--- config.mk ---
export PLATFORM = sky130hd
export DESIGN_NAME = mc_control_fsm
export DESIGN_NICKNAME = d
export VERILOG_FILES = /design/src/rtl/mc_ctrl_pkg.sv /design/src/rtl/alu_func_decode.sv /design/src/rtl/mc_control_fsm.sv
export SDC_FILE = /design/constraint.sdc
export NUM_CORES = 1
export LEC_CHECK = 0
export CAP_MARGIN = 10
export CORE_MARGIN = 2
export CORE_UTILIZATION = 35
export DETAILED_ROUTE_END_ITERATION = 10
export HOLD_SLACK_MARGIN = 0.08
export PLACE_DENSITY = 0.66
export SETUP_SLACK_MARGIN = 0.02
export SKIP_CTS_REPAIR_TIMING = 1
export SLEW_MARGIN = 10
export SYNTH_ARGS = -nofsm -noshare
export SYNTH_HDL_FRONTEND = slang
export SYNTH_SLANG_ARGS = --single-unit
--- constraint.sdc ---
create_clock -name CLK -period 1.8 [get_ports CLK]
set_input_delay 0.36 -clock CLK [delete_from_list [all_inputs] [get_ports CLK]]
set_output_delay 0.36 -clock CLK [all_outputs]
set_load 0.03 [all_outputs]
--- src/rtl/mc_ctrl_pkg.sv ---
`default_nettype none
// ============================================================================
//  Module      : mc_ctrl_pkg
//  Description : Shared encodings for the multicycle MIPS main controller:
//                state codes, opcodes, funct codes, ALU operation codes and
//                the control-strobe bundle driven to the datapath.
//  Revision    : 1.0 - initial release
// ============================================================================
package mc_ctrl_pkg;

    // Controller state encodings (also visible on the debug port)
    localparam logic [3:0] S_FETCH   = 4'd0;
    localparam logic [3:0] S_DECODE  = 4'd1;
    localparam logic [3:0] S_MEMADR  = 4'd2;
    localparam logic [3:0] S_MEMRD   = 4'd3;
    localparam logic [3:0] S_MEMWB   = 4'd4;
    localparam logic [3:0] S_MEMWR   = 4'd5;
    localparam logic [3:0] S_EXECUTE = 4'd6;
    localparam logic [3:0] S_ALUWB   = 4'd7;
    localparam logic [3:0] S_BRANCH  = 4'd8;
    localparam logic [3:0] S_ADDIEX  = 4'd9;
    localparam logic [3:0] S_ADDIWB  = 4'd10;
    localparam logic [3:0] S_JUMP    = 4'd11;
    localparam logic [3:0] S_ILLEGAL = 4'd15;

    // Opcodes, IR[31:26]
    localparam logic [5:0] OP_R    = 6'b000000;
    localparam logic [5:0] OP_LW   = 6'b100011;
    localparam logic [5:0] OP_SW   = 6'b101011;
    localparam logic [5:0] OP_BEQ  = 6'b000100;
    localparam logic [5:0] OP_ADDI = 6'b001000;
    localparam logic [5:0] OP_J    = 6'b000010;

    // Funct codes, IR[5:0]
    localparam logic [5:0] FN_ADD = 6'b100000;
    localparam logic [5:0] FN_SUB = 6'b100010;
    localparam logic [5:0] FN_AND = 6'b100100;
    localparam logic [5:0] FN_OR  = 6'b100101;
    localparam logic [5:0] FN_SLT = 6'b101010;

    // ALU operation codes
    localparam logic [2:0] ALU_AND = 3'b000;
    localparam logic [2:0] ALU_OR  = 3'b001;
    localparam logic [2:0] ALU_ADD = 3'b010;
    localparam logic [2:0] ALU_SUB = 3'b110;
    localparam logic [2:0] ALU_SLT = 3'b111;

    // ALU B-operand selects
    localparam logic [1:0] SRCB_REG   = 2'b00;
    localparam logic [1:0] SRCB_ONE   = 2'b01;
    localparam logic [1:0] SRCB_IMM   = 2'b10;
    localparam logic [1:0] SRCB_IMMSH = 2'b11;

    // Every strobe and select the controller drives to the datapath
    typedef struct packed {
        logic       iord;
        logic       mem_write;
        logic       ir_write;
        logic       reg_dst;
        logic       mem_to_reg;
        logic       reg_write;
        logic       alu_src_a;
        logic [1:0] alu_src_b;
        logic       pc_src;
        logic       branch;
        logic       pc_write;
        logic [2:0] alu_op;
        logic       jump;
        logic       illegal;
    } ctrl_t;

    // States whose exit completes an instruction
    function automatic logic is_final_state(input logic [3:0] st);
        return (st == S_MEMWB)  || (st == S_MEMWR)  || (st == S_ALUWB) ||
               (st == S_BRANCH) || (st == S_ADDIWB) || (st == S_JUMP);
    endfunction

endpackage
`default_nettype wire

--- src/rtl/alu_func_decode.sv ---
`default_nettype none
// ============================================================================
//  Module      : alu_func_decode
//  Description : Combinational R-type funct decode to ALU operation code,
//                with a valid flag for recognised funct values.
//  Revision    : 1.0 - initial release
// ============================================================================
module alu_func_decode
    import mc_ctrl_pkg::*;
(
    input  logic [5:0] i_func,
    output logic [2:0] o_aluop,
    output logic       o_valid
);

    // Map funct to ALU op; unknown funct reports invalid with a benign op
    always_comb begin
        o_aluop = ALU_AND;
        o_valid = 1'b1;
        case (i_func)
            FN_ADD:  o_aluop = ALU_ADD;
            FN_SUB:  o_aluop = ALU_SUB;
            FN_AND:  o_aluop = ALU_AND;
            FN_OR:   o_aluop = ALU_OR;
            FN_SLT:  o_aluop = ALU_SLT;
            default: o_valid = 1'b0;
        endcase
    end

endmodule
`default_nettype wire

--- src/rtl/mc_control_fsm.sv ---
`default_nettype none
// ============================================================================
//  Module      : mc_control_fsm
//  Description : Multicycle MIPS main controller. Moore decode of the state
//                register onto datapath strobes, retired-instruction counter
//                and sticky illegal-instruction halt.
//  Revision    : 1.0 - initial release
// ============================================================================
module mc_control_fsm
    import mc_ctrl_pkg::*;
#(
    parameter int RET_W = 32
) (
    input  logic             CLK,
    input  logic             reset,
    input  logic [5:0]       OP,
    input  logic [5:0]       Func,
    output logic             IorD,
    output logic             MemWrite,
    output logic             IRWrite,
    output logic             RegDst,
    output logic             MemtoReg,
    output logic             RegWrite,
    output logic             ALUSrcA,
    output logic [1:0]       ALUSrcB,
    output logic             PCSrc,
    output logic             Branch,
    output logic             PCWrite,
    output logic [2:0]       AluOP,
    output logic             jump,
    output logic             illegal,
    output logic [RET_W-1:0] retired,
    output logic [3:0]       state_dbg
);

    logic [3:0]       r_state;
    logic [3:0]       w_next;
    logic [RET_W-1:0] r_retired;
    logic [2:0]       w_func_aluop;
    logic             w_func_valid;
    ctrl_t            w_ctrl;
    ctrl_t            w_out;

    alu_func_decode u_func_dec (
        .i_func  (Func),
        .o_aluop (w_func_aluop),
        .o_valid (w_func_valid)
    );

    // State register; reset parks the controller in FETCH
    always_ff @(posedge CLK or negedge reset) begin
        if (!reset) begin
            r_state <= S_FETCH;
        end else begin
            r_state <= w_next;
        end
    end

    // Count each instruction as its final state hands back to FETCH
    always_ff @(posedge CLK or negedge reset) begin
        if (!reset) begin
            r_retired <= '0;
        end else if (is_final_state(r_state)) begin
            r_retired <= r_retired + RET_W'(1);
        end
    end

    // Next-state sequencing; anything unrecognised halts in ILLEGAL
    always_comb begin
        w_next = S_ILLEGAL;
        case (r_state)
            S_FETCH:   w_next = S_DECODE;
            S_DECODE: begin
                case (OP)
                    OP_LW, OP_SW: w_next = S_MEMADR;
                    OP_R:         w_next = S_EXECUTE;
                    OP_BEQ:       w_next = S_BRANCH;
                    OP_ADDI:      w_next = S_ADDIEX;
                    OP_J:         w_next = S_JUMP;
                    default:      w_next = S_ILLEGAL;
                endcase
            end
            // OP is held from the IR, so only lw/sw can reach here normally
            S_MEMADR: begin
                if (OP == OP_LW) begin
                    w_next = S_MEMRD;
                end else if (OP == OP_SW) begin
                    w_next = S_MEMWR;
                end else begin
                    w_next = S_ILLEGAL;
                end
            end
            S_MEMRD:   w_next = S_MEMWB;
            S_EXECUTE: w_next = w_func_valid ? S_ALUWB : S_ILLEGAL;
            S_MEMWB, S_MEMWR, S_ALUWB, S_BRANCH, S_ADDIWB, S_JUMP:
                       w_next = S_FETCH;
            S_ADDIEX:  w_next = S_ADDIWB;
            S_ILLEGAL: w_next = S_ILLEGAL;
            default:   w_next = S_ILLEGAL;
        endcase
    end

    // Moore strobe decode; only EXECUTE looks at Func for the ALU op
    always_comb begin
        w_ctrl = '0;
        case (r_state)
            S_FETCH: begin
                w_ctrl.ir_write  = 1'b1;
                w_ctrl.alu_src_b = SRCB_ONE;
                w_ctrl.alu_op    = ALU_ADD;
                w_ctrl.pc_write  = 1'b1;
            end
            S_DECODE: begin
                w_ctrl.alu_src_b = SRCB_IMM;
                w_ctrl.alu_op    = ALU_ADD;
            end
            S_MEMADR, S_ADDIEX: begin
                w_ctrl.alu_src_a = 1'b1;
                w_ctrl.alu_src_b = SRCB_IMM;
                w_ctrl.alu_op    = ALU_ADD;
            end
            S_MEMRD: begin
                w_ctrl.iord = 1'b1;
            end
            S_MEMWB: begin
                w_ctrl.mem_to_reg = 1'b1;
                w_ctrl.reg_write  = 1'b1;
            end
            S_MEMWR: begin
                w_ctrl.iord      = 1'b1;
                w_ctrl.mem_write = 1'b1;
            end
            S_EXECUTE: begin
                w_ctrl.alu_src_a = 1'b1;
                w_ctrl.alu_src_b = SRCB_REG;
                w_ctrl.alu_op    = w_func_aluop;
            end
            S_ALUWB: begin
                w_ctrl.reg_dst   = 1'b1;
                w_ctrl.reg_write = 1'b1;
            end
            S_BRANCH: begin
                w_ctrl.alu_src_a = 1'b1;
                w_ctrl.alu_src_b = SRCB_REG;
                w_ctrl.alu_op    = ALU_SUB;
                w_ctrl.pc_src    = 1'b1;
                w_ctrl.branch    = 1'b1;
            end
            S_ADDIWB: begin
                w_ctrl.reg_write = 1'b1;
            end
            S_JUMP: begin
                w_ctrl.pc_write = 1'b1;
                w_ctrl.jump     = 1'b1;
            end
            S_ILLEGAL: begin
                w_ctrl.illegal = 1'b1;
            end
            default: w_ctrl = '0;
        endcase
    end

    // Reset low silences every strobe at once, without waiting for a clock
    always_comb begin
        w_out = reset ? w_ctrl : '0;
    end

    assign IorD      = w_out.iord;
    assign MemWrite  = w_out.mem_write;
    assign IRWrite   = w_out.ir_write;
    assign RegDst    = w_out.reg_dst;
    assign MemtoReg  = w_out.mem_to_reg;
    assign RegWrite  = w_out.reg_write;
    assign ALUSrcA   = w_out.alu_src_a;
    assign ALUSrcB   = w_out.alu_src_b;
    assign PCSrc     = w_out.pc_src;
    assign Branch    = w_out.branch;
    assign PCWrite   = w_out.pc_write;
    assign AluOP     = w_out.alu_op;
    assign jump      = w_out.jump;
    assign illegal   = w_out.illegal;
    assign retired   = r_retired;
    assign state_dbg = r_state;

endmodule
`default_nettype wire

==> flow_metrics.env <==
export IMPL_status="finished with violations"
export IMPL_violations="setup timing"
export IMPL_yosysTopAreaCell="dfrtp_1"
export IMPL_crit_path_start="state_dbg[3]$_DFF_PN0_"
export IMPL_layout_setup_ws_ns=-0.194
export IMPL_min_period_ns=1.99
export IMPL_syn_cell_area_sq_um=2080
export IMPL_dpl_instance_area_sq_um=3160
export IMPL_crit_path_end_kind="output pin"
export IMPL_synth_distinct_cells=46
export IMPL_core_region_area_sq_um=5820
export IMPL_drive_above_1_share_pct=37.5
export IMPL_routed_wl_um=5710
export IMPL_synth_warnings=0
export IMPL_grt_overflow=0
export IMPL_cp_data_required_time_ns=1.44
export IMPL_place_congestion=0.803
export IMPL_hold_slack_ns=0.296
export IMPL_synth_top_area_share_pct=43.3
export IMPL_cap_violations=0
export IMPL_fin_crit_sh_pct=111
export IMPL_final_cell_mix="buf_4, dlymetal6s2s_1, dfrtp_1"
export IMPL_worstSetupStartpointType="register"
export IMPL_chipWidth_um=81.1
export IMPL_peakVddDrop_v=0.000284
export IMPL_nets=366
export IMPL_rr_worst_depth=7
export IMPL_async_flop_share_pct=100
export IMPL_hold_viol=0
export IMPL_reg2reg_to="retired[26]$_DFFE_PN0P_"
export IMPL_antenna_found_initial=0
export IMPL_cts_root_buf="clkbuf_8"
export IMPL_syn_num_nets=245
export IMPL_synth_cells=230
export IMPL_synth_area_top_cells="dfrtp_1, xnor2_1, xor2_1"
export IMPL_drt_pass1_iterations=4
export IMPL_finalSetupViolations=25
export IMPL_num_antenna_cells=0
export IMPL_insertion_delay_ns=0.28
export IMPL_fin_area_sq_um=3650
export IMPL_drt_iter0_drc=68
export IMPL_port_buffers=66
export IMPL_critPathArrivalTime_ns=1.63
export IMPL_layout_commonest_cell="buf_4"
export IMPL_slew_viol_final=0
export IMPL_hp_class="input pin to asynchronous set/reset pin"
export IMPL_slew_limit_headroom_pct=69.8
export IMPL_die_y_um=81.1
export IMPL_worst_pin_slew_ns=0.452
export IMPL_fmax_mhz=501
export IMPL_drt_wirelength_per_cell_um=13.4
export IMPL_vias_per_cell=4.94
export IMPL_cts_buffers=5
export IMPL_rows=28
export IMPL_num_io_pins=67
export IMPL_dp_hpwl_um=4080
export IMPL_cts_buffer_depth=2
export IMPL_dr_total_vias=2110
export IMPL_htree_levels=2
export IMPL_drc_errors=0
export IMPL_crit_type="register to output pin"
export IMPL_grt_max_degree=37
export IMPL_synth_edf_count=0
export IMPL_rsz0062_at_grt="true"
export IMPL_power_density_nw_per_um2=395
export IMPL_cts_tree="done"
export IMPL_fillers=511
export IMPL_p_leak_uw=0.00211
export IMPL_syn_avg_cell_area_sq_um=9.05
export IMPL_start_util_pct=35.8
export IMPL_synth_ff_type="dfrtp_1"
export IMPL_clock_skew_ns=0.00773
export IMPL_final_antenna_net_count=0
export IMPL_clk_pin_slew_ns=0.07
export IMPL_seq_area_frac_synth_pct=43.3
export IMPL_grt_pass1_vias=1942
export IMPL_regToRegStartpoint="state_dbg[2]$_DFF_PN0_"
export IMPL_path_max_fanout=7
export IMPL_cts_sinks=36
export IMPL_grt_usage_pct=16.6
export IMPL_die_area_sq_um=6580
export IMPL_grt_pass1_wl_um=8510
export IMPL_areaGrowthSynthToFinish_pct=75.6
export IMPL_rrSetupSlack_ns=-0.14
export IMPL_synth_seq_cells=36
[Yosys cell counts, drive strengths merged, types with 2 or more instances]
cell type	number
a211oi	2
a21oi	5
and2	4
and3	3
and4	3
buf	6
clkbuf	6
dfrtp	36
inv	7
nand2	22
nand2b	4
nand3	13
nand4	10
nor2	30
nor2b	4
nor3	9
o21ai	6
o22ai	4
or4	4
xnor2	19
xor2	15
[per-stage QoR]
step	setup WS, ns	TNS, ns	power (uW)	std cells	utilization [%]
floorplan	-0.146	-1.81	848	230	-
global placement	-0.117	-0.705	916	406	54.3
detailed placement	-0.141	-1.29	917	406	54.3
CTS	-0.358	-4.10	1470	414	55.7
global route	-0.266	-4.49	1520	427	62.8
finish	-0.194	-2.47	1440	427	62.8
[kinds of logic after synthesis]
kind of cell             count (synthesis)  share of synthesized area (%)
AO/OA/AOI/OAI                           27                           8.78
AND/OR/NAND/NOR                        113                           28.7
adder cells (fa/ha/maj)                  1                          0.601
buffers and inverters                   19                           4.27
flip-flops                              36                           43.3
XOR/XNOR                                34                           14.3
[report_power, final]
| group | internal [uW] | total, uW | switching [uW] |
|---|---|---|---|
| Clock | 271 | 542 | 271 |
| Sequential | 809 | 809 | 0 |
| Combinational | 45.2 | 92.5 | 47.3 |
[layout make-up]
type	instances	area, sq um	area share, %
clock buffers	7	76.3	2.09
repair buffers	126	1230	33.6
clock inverters	1	5.00	0.137
multi-input cells	175	1310	35.8
well taps	75	93.8	2.57
flip-flops and latches	36	915	25.0
inverters	7	26.3	0.719
[worst max-delay path by stage]
| stage | cells past startpoint | endpoint |
|---|---|---|
| finish | 6 | RegWrite |
| global route | 6 | RegWrite |
| CTS | 5 | AluOP[1] |
| detailed placement | 5 | state_dbg[0]$_DFF_PN0_ |
| global placement | 5 | state_dbg[0]$_DFF_PN0_ |
| floorplan | 7 | retired[27]$_DFFE_PN0P_ |
[registers in the layout, indices dropped and copies added, names as in the netlist]
register,flops
state_dbg,4
retired,32
[layer usage]
metal	global-route usage (%)	up-vias	part of all wire (%)
met2	28.8	66	50
met5	0	-	0
met3	3.89	8	4.7
met1	20.2	1001	43
met4	5.93	0	1.5
li1	-	1035	-
[worst max-delay path, cell delays in order, from the launching register on]
cell and delay [ns]:
dfrtp_2 0.46, nand2b_1 0.22, nor2_2 0.22, a21oi_4 0.05
o22ai_1 0.10, and2_1 0.16, buf_6 0.13
Power figures use the tool's default switching activity.
